`src/rtl/board_pkg.sv`:
```
// Board-level constants shared by the input-conditioning blocks: FSM encodings
// and default timing derived from the 16 MHz board clock.
package board_pkg;

  localparam logic [1:0] RELEASED = 2'd0;
  localparam logic [1:0] PRESSED  = 2'd1;
  localparam logic [1:0] LONG     = 2'd2;

  typedef enum logic [1:0] {
    ST_RELEASED = RELEASED,
    ST_PRESSED  = PRESSED,
    ST_LONG     = LONG
  } btn_state_t;

  localparam int CLK_HZ                = 16_000_000;
  localparam int DEF_DEBOUNCE_CYCLES   = CLK_HZ / 100;  // 10 ms
  localparam int DEF_LONG_PRESS_CYCLES = CLK_HZ;        // 1 s

endpackage

```
`src/rtl/sync_2ff.sv`:
```
// Two-flop synchroniser for a single asynchronous pin, cleared to 0 on reset.
module sync_2ff (
  input  logic clk,
  input  logic rst,
  input  logic d,
  output logic q
);

  logic s1;

  always_ff @(posedge clk) begin
    if (rst) begin
      s1 <= 1'b0;
      q  <= 1'b0;
    end else begin
      s1 <= d;
      q  <= s1;
    end
  end

endmodule

```
`src/rtl/button_conditioner.sv`:
```
// Push-button conditioner: polarity fix, 2-FF sync, counter debounce and a
// press/long-press/release FSM producing registered single-cycle strobes.
module button_conditioner
  import board_pkg::*;
#(
  parameter bit ACTIVE_LOW        = 1'b1,
  parameter int DEBOUNCE_CYCLES   = DEF_DEBOUNCE_CYCLES,
  parameter int LONG_PRESS_CYCLES = DEF_LONG_PRESS_CYCLES
) (
  input  logic i_clk,
  input  logic i_rst,
  input  logic i_btn_raw,
  output logic o_level,
  output logic o_press,
  output logic o_release,
  output logic o_long,
  output logic o_held_long
);

  localparam int DB_W   = $clog2(DEBOUNCE_CYCLES + 1);
  localparam int HOLD_W = $clog2(LONG_PRESS_CYCLES + 1);
  localparam logic [DB_W-1:0]   DB_LAST   = DB_W'(DEBOUNCE_CYCLES - 1);
  localparam logic [HOLD_W-1:0] HOLD_LAST = HOLD_W'(LONG_PRESS_CYCLES - 1);

  logic p, s2;
  logic [DB_W-1:0] db_cnt, db_cnt_next;
  logic level, level_next;
  logic [HOLD_W-1:0] hold, hold_next;
  btn_state_t state, state_next;
  logic press_next, release_next, long_next, held_next, held;
  logic press_q, release_q, long_q;

  assign p = i_btn_raw ^ ACTIVE_LOW;

  sync_2ff u_sync (
    .clk (i_clk),
    .rst (i_rst),
    .d   (p),
    .q   (s2)
  );

  // Any disagreement shorter than DEBOUNCE_CYCLES restarts from zero.
  always_comb begin
    db_cnt_next = db_cnt;
    level_next  = level;
    if (s2 == level) begin
      db_cnt_next = '0;
    end else if (db_cnt == DB_LAST) begin
      level_next  = s2;
      db_cnt_next = '0;
    end else begin
      db_cnt_next = db_cnt + DB_W'(1);
    end
  end

  // FSM follows level_next so strobes land on the same edge as o_level.
  always_comb begin
    state_next   = state;
    hold_next    = hold;
    held_next    = held;
    press_next   = 1'b0;
    release_next = 1'b0;
    long_next    = 1'b0;
    case (state)
      ST_RELEASED: begin
        if (level_next) begin
          state_next = ST_PRESSED;
          press_next = 1'b1;
          hold_next  = '0;
        end
      end
      ST_PRESSED: begin
        if (!level_next) begin
          state_next   = ST_RELEASED;
          release_next = 1'b1;
          held_next    = 1'b0;
          hold_next    = '0;
        end else if (hold == HOLD_LAST) begin
          state_next = ST_LONG;
          long_next  = 1'b1;
          held_next  = 1'b1;
        end else begin
          hold_next = hold + HOLD_W'(1);
        end
      end
      ST_LONG: begin
        if (!level_next) begin
          state_next   = ST_RELEASED;
          release_next = 1'b1;
          held_next    = 1'b0;
          hold_next    = '0;
        end
      end
      default: begin
        state_next = ST_RELEASED;
        held_next  = 1'b0;
        hold_next  = '0;
      end
    endcase
  end

  always_ff @(posedge i_clk) begin
    if (i_rst) begin
      db_cnt    <= '0;
      level     <= 1'b0;
      hold      <= '0;
      state     <= ST_RELEASED;
      held      <= 1'b0;
      press_q   <= 1'b0;
      release_q <= 1'b0;
      long_q    <= 1'b0;
    end else begin
      db_cnt    <= db_cnt_next;
      level     <= level_next;
      hold      <= hold_next;
      state     <= state_next;
      held      <= held_next;
      press_q   <= press_next;
      release_q <= release_next;
      long_q    <= long_next;
    end
  end

  assign o_level     = level;
  assign o_press     = press_q;
  assign o_release   = release_q;
  assign o_long      = long_q;
  assign o_held_long = held;

endmodule

```
`config.mk`:
```
export PLATFORM = sky130hd
export DESIGN_NAME = button_conditioner
export DESIGN_NICKNAME = d
export VERILOG_FILES = /design/src/rtl/board_pkg.sv /design/src/rtl/sync_2ff.sv /design/src/rtl/button_conditioner.sv
export SDC_FILE = /design/constraint.sdc
export NUM_CORES = 1
export LEC_CHECK = 0
export CAP_MARGIN = 10
export CORE_ASPECT_RATIO = 1.75
export CORE_MARGIN = 5
export CORE_UTILIZATION = 40
export DETAILED_ROUTE_END_ITERATION = 12
export REMOVE_ABC_BUFFERS = 1
export SYNTH_ARGS = -nofsm -noshare
export SYNTH_HDL_FRONTEND = slang
export SYNTH_SLANG_ARGS = --single-unit
```
`constraint.sdc`:
```
create_clock -name i_clk -period 6.36 [get_ports i_clk]
set_input_delay 1.272 -clock i_clk [delete_from_list [all_inputs] [get_ports i_clk]]
set_output_delay 1.272 -clock i_clk [all_outputs]
set_load 0.005 [all_outputs]
```
Yosys cells after proc, flatten, opt, wreduce, memory -nomap -nowiden. Cells that the tools add are included.

Register bits after elaboration: 51. Input bits: 3. Output and inout port bits: 5.

Add/subtract/negate cells: 2. Eq/ne operators: 9. Mux-type cells: 19. Bitwise operators: 5. Reductions and logical operators: 9.

Operators with widths (count): $mux W24 (4); $pmux W24 S3 (1); $add A24 B1 Y24 const B (1); $eq A24 B24 Y1 const B (1); $add A18 B1 Y18 const B (1); $eq A18 B18 Y1 const B (1); $reduce_and A3 Y1 (3); $mux W1 (8); $mux W2 (4); $ne A3 B3 Y1 const B (2); $pmux W2 S3 (1); $reduce_or A2 Y1 (3); $reduce_or A3 Y1 (2); $not A1 Y1 (5); $ne A2 B2 Y1 const B (2); $pmux W1 S3 (1); $eq A2 B1 Y1 const B (1); $eq A2 B2 Y1 const B (1); $logic_not A2 Y1 (1); $eq A1 B1 Y1 (1).

Logic depth before layout (Yosys ltp). Gate-level depths: netlist (run 1).

Depth in word-level cells: 5. Gate-level depth with buffers: 9. Gate-level depth less buffers: 7.

Modules after synthesis. From an unflattened synthesis (run 1), not the netlist that was laid out.

Cell total of the unflattened synthesis: 295. Area total of the unflattened synthesis: 2544.9 sq um.

Modules (own cells, without submodules): button_conditioner (instances 1, cells each 291, area each 2492.4 sq um, sequential area each 980.9 sq um); sync_2ff (instances 1, cells each 4, area each 52.6 sq um, sequential area each 40.0 sq um).

Worst setup path before layout (run 1). Ideal clock, no wire load.

Path type: input-to-reg. From: input port i_rst. To: register hold[11]. Setup time: 72 ps. Arrival time: 2418 ps. Data required time: 6288 ps. Slack: 3871 ps. Cell stages on the path: 6. Cells stage by stage: buf_6 or4_1 nand2_1 buf_6 nand2_1 a2bb2oi_1.

RTL lines: start: declaration (RTL line button_conditioner.sv:11) `input logic i_rst,`; end signal: assignment (RTL line button_conditioner.sv:115) `hold <= hold_next;`; end: declaration (RTL line button_conditioner.sv:28) `logic [HOLD_W-1:0] hold, hold_next;`.

==> out/results.tsv, run 1 <==
stage	metric	value	unit
global_route	antenna_found_initial	0	
timing	worstMarginPinSlew	0.748	ns
synthesis	ys_seq_elements	51	
floorplan	die_y	118	microns
timing	fmax	0.322	GHz
synthesis	ys_types	58	
placed_design	dp_hpwl	4.26	mm
global_route	first_global_vias	2188	
cts	ctsResizeCount	0	
floorplan	num_rows	39	
cts	cts_setup_buffers	0	
cts	clk_pin_slew_worst_paths	0.07	ns
worst_setup_path	r2r-end	hold[10]$_SDFFE_PP0P_	
timing	fin_setup_tns	0	ns
timing	finalHoldViolations	0	
cts	root_buffer	clkbuf_16	
timing	finalSetupViolCount	0	
synthesis	synth_area_leaders	dfxtp_1 39%, nand2_1 5.0%, xor2_1 4.0%	
cells_and_area	area_delta_synth_final	9.61	%
flow_run	drv_cap	0	
floorplan	ios	8	
cts	htreeDepth	2	
timing	slew-limit-headroom	50.0	%
worst_setup_path	path_max_fanout	19	
synthesis	ys_seq_area_share	38.6	%
synthesis	yosys.area.top_type_share	38.6	%
power_and_ir_drop	total_power	0.627	mW
global_route	grt_pass1_wl	10.0	mm
cts	cts-buffers-inserted	5	
route	first_pass_iters	4	
cts	cts_sinks	51	
global_route	grt-ovfl-total	0	
worst_setup_path	crit_start	i_rst	
floorplan	core_area	6490	sq um
floorplan	start_util	40.7	%
cts	worst_skew_pair.late_latency	0.29	ns
floorplan	die-area	8400	sq um
timing	min_period_over_period	48.8	%
cells_and_area	drive_above_1_share	8.52	%
synthesis	synth_warnings	0	
worst_setup_path	crit_arrival	3.34	ns
cells_and_area	nNetsFinal	313	
cts	cts.hold.buffers_added	0	
cells_and_area	diodes	0	
synthesis	avgSynthCellArea	8.81	sq um
power_and_ir_drop	vdd_drop_max	0.000120	V
worst_hold_path	holdCritPathClass	reg2reg	
route	viasPerCell	5.74	
timing	min_period	3.10	ns
worst_setup_path	ff2ff_path_depth	7	
placed_design	gp_congestion	0.826	
cts	cts_buffer_depth	2	
route	post-route-drc-count	0	
floorplan	die_w	71.5	microns
route	finalWirelength	5.83	mm
worst_setup_path	start_kind	input port	
route	wl_per_cell	15.1	microns
synthesis	async_reset_ff_share	0	%
synthesis	syn_area	2640	sq um
worst_setup_path	required	6.60	ns
power_and_ir_drop	power.density	216	nW/um^2
worst_setup_path	rrSetupSlack	3.68	ns
placed_design	io_buffers	7	
timing	rsz0062_at_grt	no	
worst_setup_path	r2r_start	db_cnt[10]$_SDFF_PP0_	
worst_setup_path	critPathCaptureType	flop	
route	drtAntennaViolNets	0	
synthesis	synthCells	300	
worst_setup_path	worstSetupEndpoint	hold[16]$_SDFFE_PP0P_	
global_route	grt_use_total	14.4	%
synthesis	synth-edff-count	0	
global_route	grt_max_degree	20	
cells_and_area	final_area	2900	sq um
timing	finalClockSkew	0.00654	ns
worst_setup_path	worstSetupPathType	in2reg	
synthesis	synth_area_leader_cell	dfxtp_1	
timing	slew_viol_final	0	
synthesis	ys.flop_type	dfxtp_1	
status	status	complete, no violations	
route	drt_iter0_drc	118	
cts	cts_tree	built	
placed_design	placed_area	2740	sq um
power_and_ir_drop	leakage	1.10	nW
route	vias	2222	
-- routing by layer --
layer	vias to the layer above	track usage, %	part of all wire [%]
met3	10	2.14	2.1
met2	25	26.5	52
li1	1135	-	-
met1	1052	16.0	44
met4	0	5.41	2.3
met5	-	0	0
-- cells in the final DEF, fill, tap and decap left out, types with 3 or more instances in the layout --
cell / n
dfxtp_1: 51
nand4_1: 7
or4_1: 4
ha_1: 5
o21ai_0: 4
a211o_1: 8
nand3_1: 17
a21oi_1: 12
and3_2: 3
clkdlybuf4s50_1: 7
nor4b_1: 3
and3_1: 16
nor3_1: 4
a32oi_1: 3
nor2_1: 23
xor2_1: 12
o31ai_1: 3
or3_1: 3
nand2_1: 35
and2_1: 6
and4_1: 6
xnor2_1: 3
a221o_2: 4
nor4_1: 12
inv_1: 9
clkbuf_16: 5
-- power by group --
part	total, mW	switching (mW)	internal, mW
combinational	0.00849	0.00546	0.00303
sequential	0.321	0.000682	0.320
clock	0.298	0.114	0.184
-- worst min-delay path by stage --
stage | start | to | slack (ns) | depth (start not counted)
after global routing | u_sync.s1$_SDFF_PP0_ | u_sync.q$_SDFF_PP0_ | 0.45 | 1
after CTS | u_sync.s1$_SDFF_PP0_ | u_sync.q$_SDFF_PP0_ | 0.43 | 1
after floorplan | u_sync.s1$_SDFF_PP0_ | u_sync.q$_SDFF_PP0_ | 0.41 | 1
after detailed placement | u_sync.s1$_SDFF_PP0_ | u_sync.q$_SDFF_PP0_ | 0.42 | 1
final | u_sync.s1$_SDFF_PP0_ | u_sync.q$_SDFF_PP0_ | 0.43 | 1
after global placement | u_sync.s1$_SDFF_PP0_ | u_sync.q$_SDFF_PP0_ | 0.42 | 1
-- metrics by stage --
step	setup slack (ns)	hold slack, ns	util (%)	instances
2_1_floorplan	3.90	0.414	-	290
3_3_place_gp	2.98	0.422	42.2	380
3_5_place_dp	2.95	0.422	42.2	380
4_1_cts	3.25	0.435	44.7	387
5_1_grt	3.11	0.449	44.7	387
6_report	3.26	0.432	44.7	387
-- cells in the mapped netlist (all sizes together) (3+ instances only) --
cell type / instances
dfxtp: 51
nand2: 35
nor2: 23
and3: 19
nand3: 17
a21oi: 12
nor4: 12
xor2: 12
a211o: 9
inv: 9
and2: 8
and4: 8
nand4: 7
a221o: 5
buf: 5
ha: 5
or4: 5
clkbuf: 4
nor3: 4
o21ai: 4
a32oi: 3
nor4b: 3
o31ai: 3
or3: 3
xnor2: 3
-- registers in the layout, summed over array words and instances (netlist names) --
signal       cells
o_level          1
u_sync.q         1
o_held_long      1
o_long           1
state            2
u_sync.s1        1
hold            24
o_press          1
db_cnt          18
o_release        1
-- cells by family after synthesis --
family | share of synthesized area [%]
AO/OA/AOI/OAI | 17.4
XOR/XNOR | 4.97
adder cells (fa/ha/maj) | 2.37
buffers and inverters | 4.50
flip-flops | 38.6
multiplexers | 0.426
AND/OR/NAND/NOR | 31.8
-- critical path, cell delays in order --
cell             delay, ns
clkdlybuf4s50_1       0.56
or4_1                 0.62
nand2_1               0.53
and3_1                0.26
a211o_1               0.09
-- area by class of cell --
| class | count | area (sq um) |
|---|---|---|
| Multi-Input combinational cell | 230 | 1500 |
| Fill cell | 647 | 3590 |
| Timing Repair Buffer | 8 | 77.6 |
| Tap cell | 82 | 103 |
| Sequential cell | 51 | 1020 |
| Inverter | 9 | 33.8 |
| Clock buffer | 6 | 129 |
| Clock inverter | 1 | 30.0 |
Power figures use the tool's default switching activity.
==> run 2, diff against run 1 <==
Clock period 6.36 ns to 2.55 ns, I/O delays scaled along.
==> run 2 against run 1 <==
Against the previous run: global-route usage grew 1.3 points; flip-flop and latch count did not move; combinational power rose to 2.7 times the previous value; first-iteration DRC count fell by 37%; critical path depth up 1; critical endpoint is now hold[2]$_SDFFE_PP0P_; largest power group unchanged.
==> out/results.tsv, run 2 (synthesis gave the netlist of run 1 again) <==
stage	metric	value	unit
status	status	complete, no violations	
timing	rsz0062_at_grt	no	
worst_setup_path	slowest_delay	0.51	ns
route	finalWirelength	6.26	mm
cts	worst_skew_pair.late_latency	0.29	ns
cts	clk_pin_slew_worst_paths	0.07	ns
cells_and_area	reg.largest.list	hold (24), db_cnt (18), state (2)	
worst_setup_path	worstSetupPathType	reg2reg	
worst_setup_path	cpMaxStageDelayCell	or4_1	
placed_design	io_buffers	7	
power_and_ir_drop	leakage	1.15	nW
cts	cts_sinks	51	
power_and_ir_drop	power.density	534	nW/um^2
timing	hold_ws	0.450	ns
global_route	grt_use_total	15.6	%
timing	slew_viol_final	0	
power_and_ir_drop	seqPwrFrac	50.1	%
worst_setup_path	crit_arrival	2.63	ns
cells_and_area	layout.cells.most_common	dfxtp_1	
global_route	first_global_vias	2415	
cts	cts_setup_buffers	0	
placed_design	dp_hpwl	4.57	mm
timing	finalHoldViolations	0	
route	drtAntennaViolNets	0	
placed_design	placed_area	2810	sq um
cells_and_area	diodes	0	
global_route	grt_pass1_wl	10.8	mm
timing	timing.final.ws_setup	0.155	ns
power_and_ir_drop	power_frac_comb	1.5	%
power_and_ir_drop	clkPwrFrac	48.5	%
route	post-route-drc-count	0	
cts	cts-buffers-inserted	5	
floorplan	start_util	40.7	%
timing	fin_setup_tns	0	ns
worst_setup_path	path_max_fanout	14	
worst_setup_path	critPathCaptureType	flop	
timing	worstMarginPinSlew	0.475	ns
cells_and_area	nNetsFinal	323	
timing	fmax	0.418	GHz
cts	htreeDepth	2	
floorplan	die-area	8400	sq um
power_and_ir_drop	vdd_drop_max	0.000313	V
global_route	grt-ovfl-total	0	
worst_hold_path	holdCritPathClass	reg2reg	
floorplan	die_y	118	microns
placed_design	gp_congestion	0.895	
cells_and_area	area_delta_synth_final	13.0	%
floorplan	die_w	71.5	microns
floorplan	num_rows	39	
cts	root_buffer	clkbuf_16	
timing	finalClockSkew	0.00654	ns
global_route	antenna_found_initial	0	
route	vias	2290	
route	drt_iter0_drc	74	
floorplan	ios	8	
route	first_pass_iters	5	
timing	min_period	2.39	ns
timing	min_period_over_period	93.9	%
power_and_ir_drop	p_int	1.30	mW
route	viasPerCell	5.75	
cells_and_area	largest_reg_flops	24	
route	wl_per_cell	15.7	microns
worst_setup_path	crit_path_cell_trace	or4_1, or4_4, or2_1, o22ai_4, and2_4, a221o_2	
cells_and_area	drive_above_1_share	12.0	%
power_and_ir_drop	swShare	18.9	%
floorplan	core_area	6490	sq um
cells_and_area	nFillCells	649	
timing	slew-limit-headroom	68.3	%
cells_and_area	largest-register	hold	
flow_run	drv_cap	0	
power_and_ir_drop	p_sw	0.302	mW
worst_setup_path	required	2.78	ns
cells_and_area	final_cell_mix	51 x dfxtp_1, 35 x nand2_1, 23 x nor2_1, 17 x nand3_1, 16 x and3_1	
cts	cts_buffer_depth	2	
cts	cts_tree	built	
global_route	grt_max_degree	20	
timing	finalSetupViolCount	0	
placed_design	pre_cts_slack	0.128	ns
worst_setup_path	start_kind	flop	
cells_and_area	final_area	2990	sq um
run 2: changes by cell type in the layout (fill, tap and decap cells not counted):
cell,delta
clkbuf_8,+1
clkinv_2,+1
clkbuf_1,-1
buf_4,+10
or2_1,+1
or2_0,-1
run 2: layer usage:
metal  vias up  wire (microns)  share of wire, %  GRT usage [%]
li1       1152               -                 -              -
met1      1082            2490                40           15.6
met2        37            3410                55           29.3
met3        19             141               2.3           3.25
met4         0             211               3.4           7.76
met5         -               0                 0              0
run 2: worst paths after layout:
| check | from | to | slack [ns] | cells past startpoint |
|---|---|---|---|---|
| min reg2reg | u_sync.s1$_SDFF_PP0_ | u_sync.q$_SDFF_PP0_ | 0.45 | 1 |
| max | hold[11]$_SDFFE_PP0P_ | hold[2]$_SDFFE_PP0P_ | 0.16 | 6 |
| min | u_sync.s1$_SDFF_PP0_ | u_sync.q$_SDFF_PP0_ | 0.45 | 1 |
| max reg2reg | hold[11]$_SDFFE_PP0P_ | hold[2]$_SDFFE_PP0P_ | 0.16 | 6 |
run 2: stage by stage:
stage / utilization (%) / cells / total power, mW
2_1_floorplan: - / 290 / 0.828
3_3_place_gp: 43.4 / 390 / 0.841
3_5_place_dp: 43.4 / 390 / 0.842
4_1_cts: 46.0 / 398 / 1.62
5_1_grt: 46.0 / 398 / 1.65
6_report: 46.0 / 398 / 1.60
run 2: area by class of cell:
type,count,area [sq um],share of cell area [%]
Tap cell,82,103,3.43
Sequential cell,51,1020,34.2
Clock inverter,2,35.0,1.17
Timing Repair Buffer,18,153,5.11
Inverter,9,33.8,1.13
Multi-Input combinational cell,230,1500,50.3
Clock buffer,6,139,4.65
run 2: worst max-delay path: cells and delay by family (launching register included):
kind	cells	cell delay [ns]
AOI/OAI and AO/OA	2	0.40
DFF	1	0.33
and+or+nand+nor	4	1.61
run 2: power by group through the flow:
stage                     combinational [mW]  clock, mW  sequential [mW]
final                                 0.0233      0.774            0.800
after global routing                  0.0254      0.829            0.800
after CTS                             0.0237      0.796            0.800
after detailed placement              0.0235          0            0.818
after global placement                0.0232          0            0.818
after floorplan                       0.0106          0            0.817
run 2: timing repair:
item,in CTS,in global routing
resized for setup,0,1
hold buffers,0,0
setup endpoints to repair,0,11
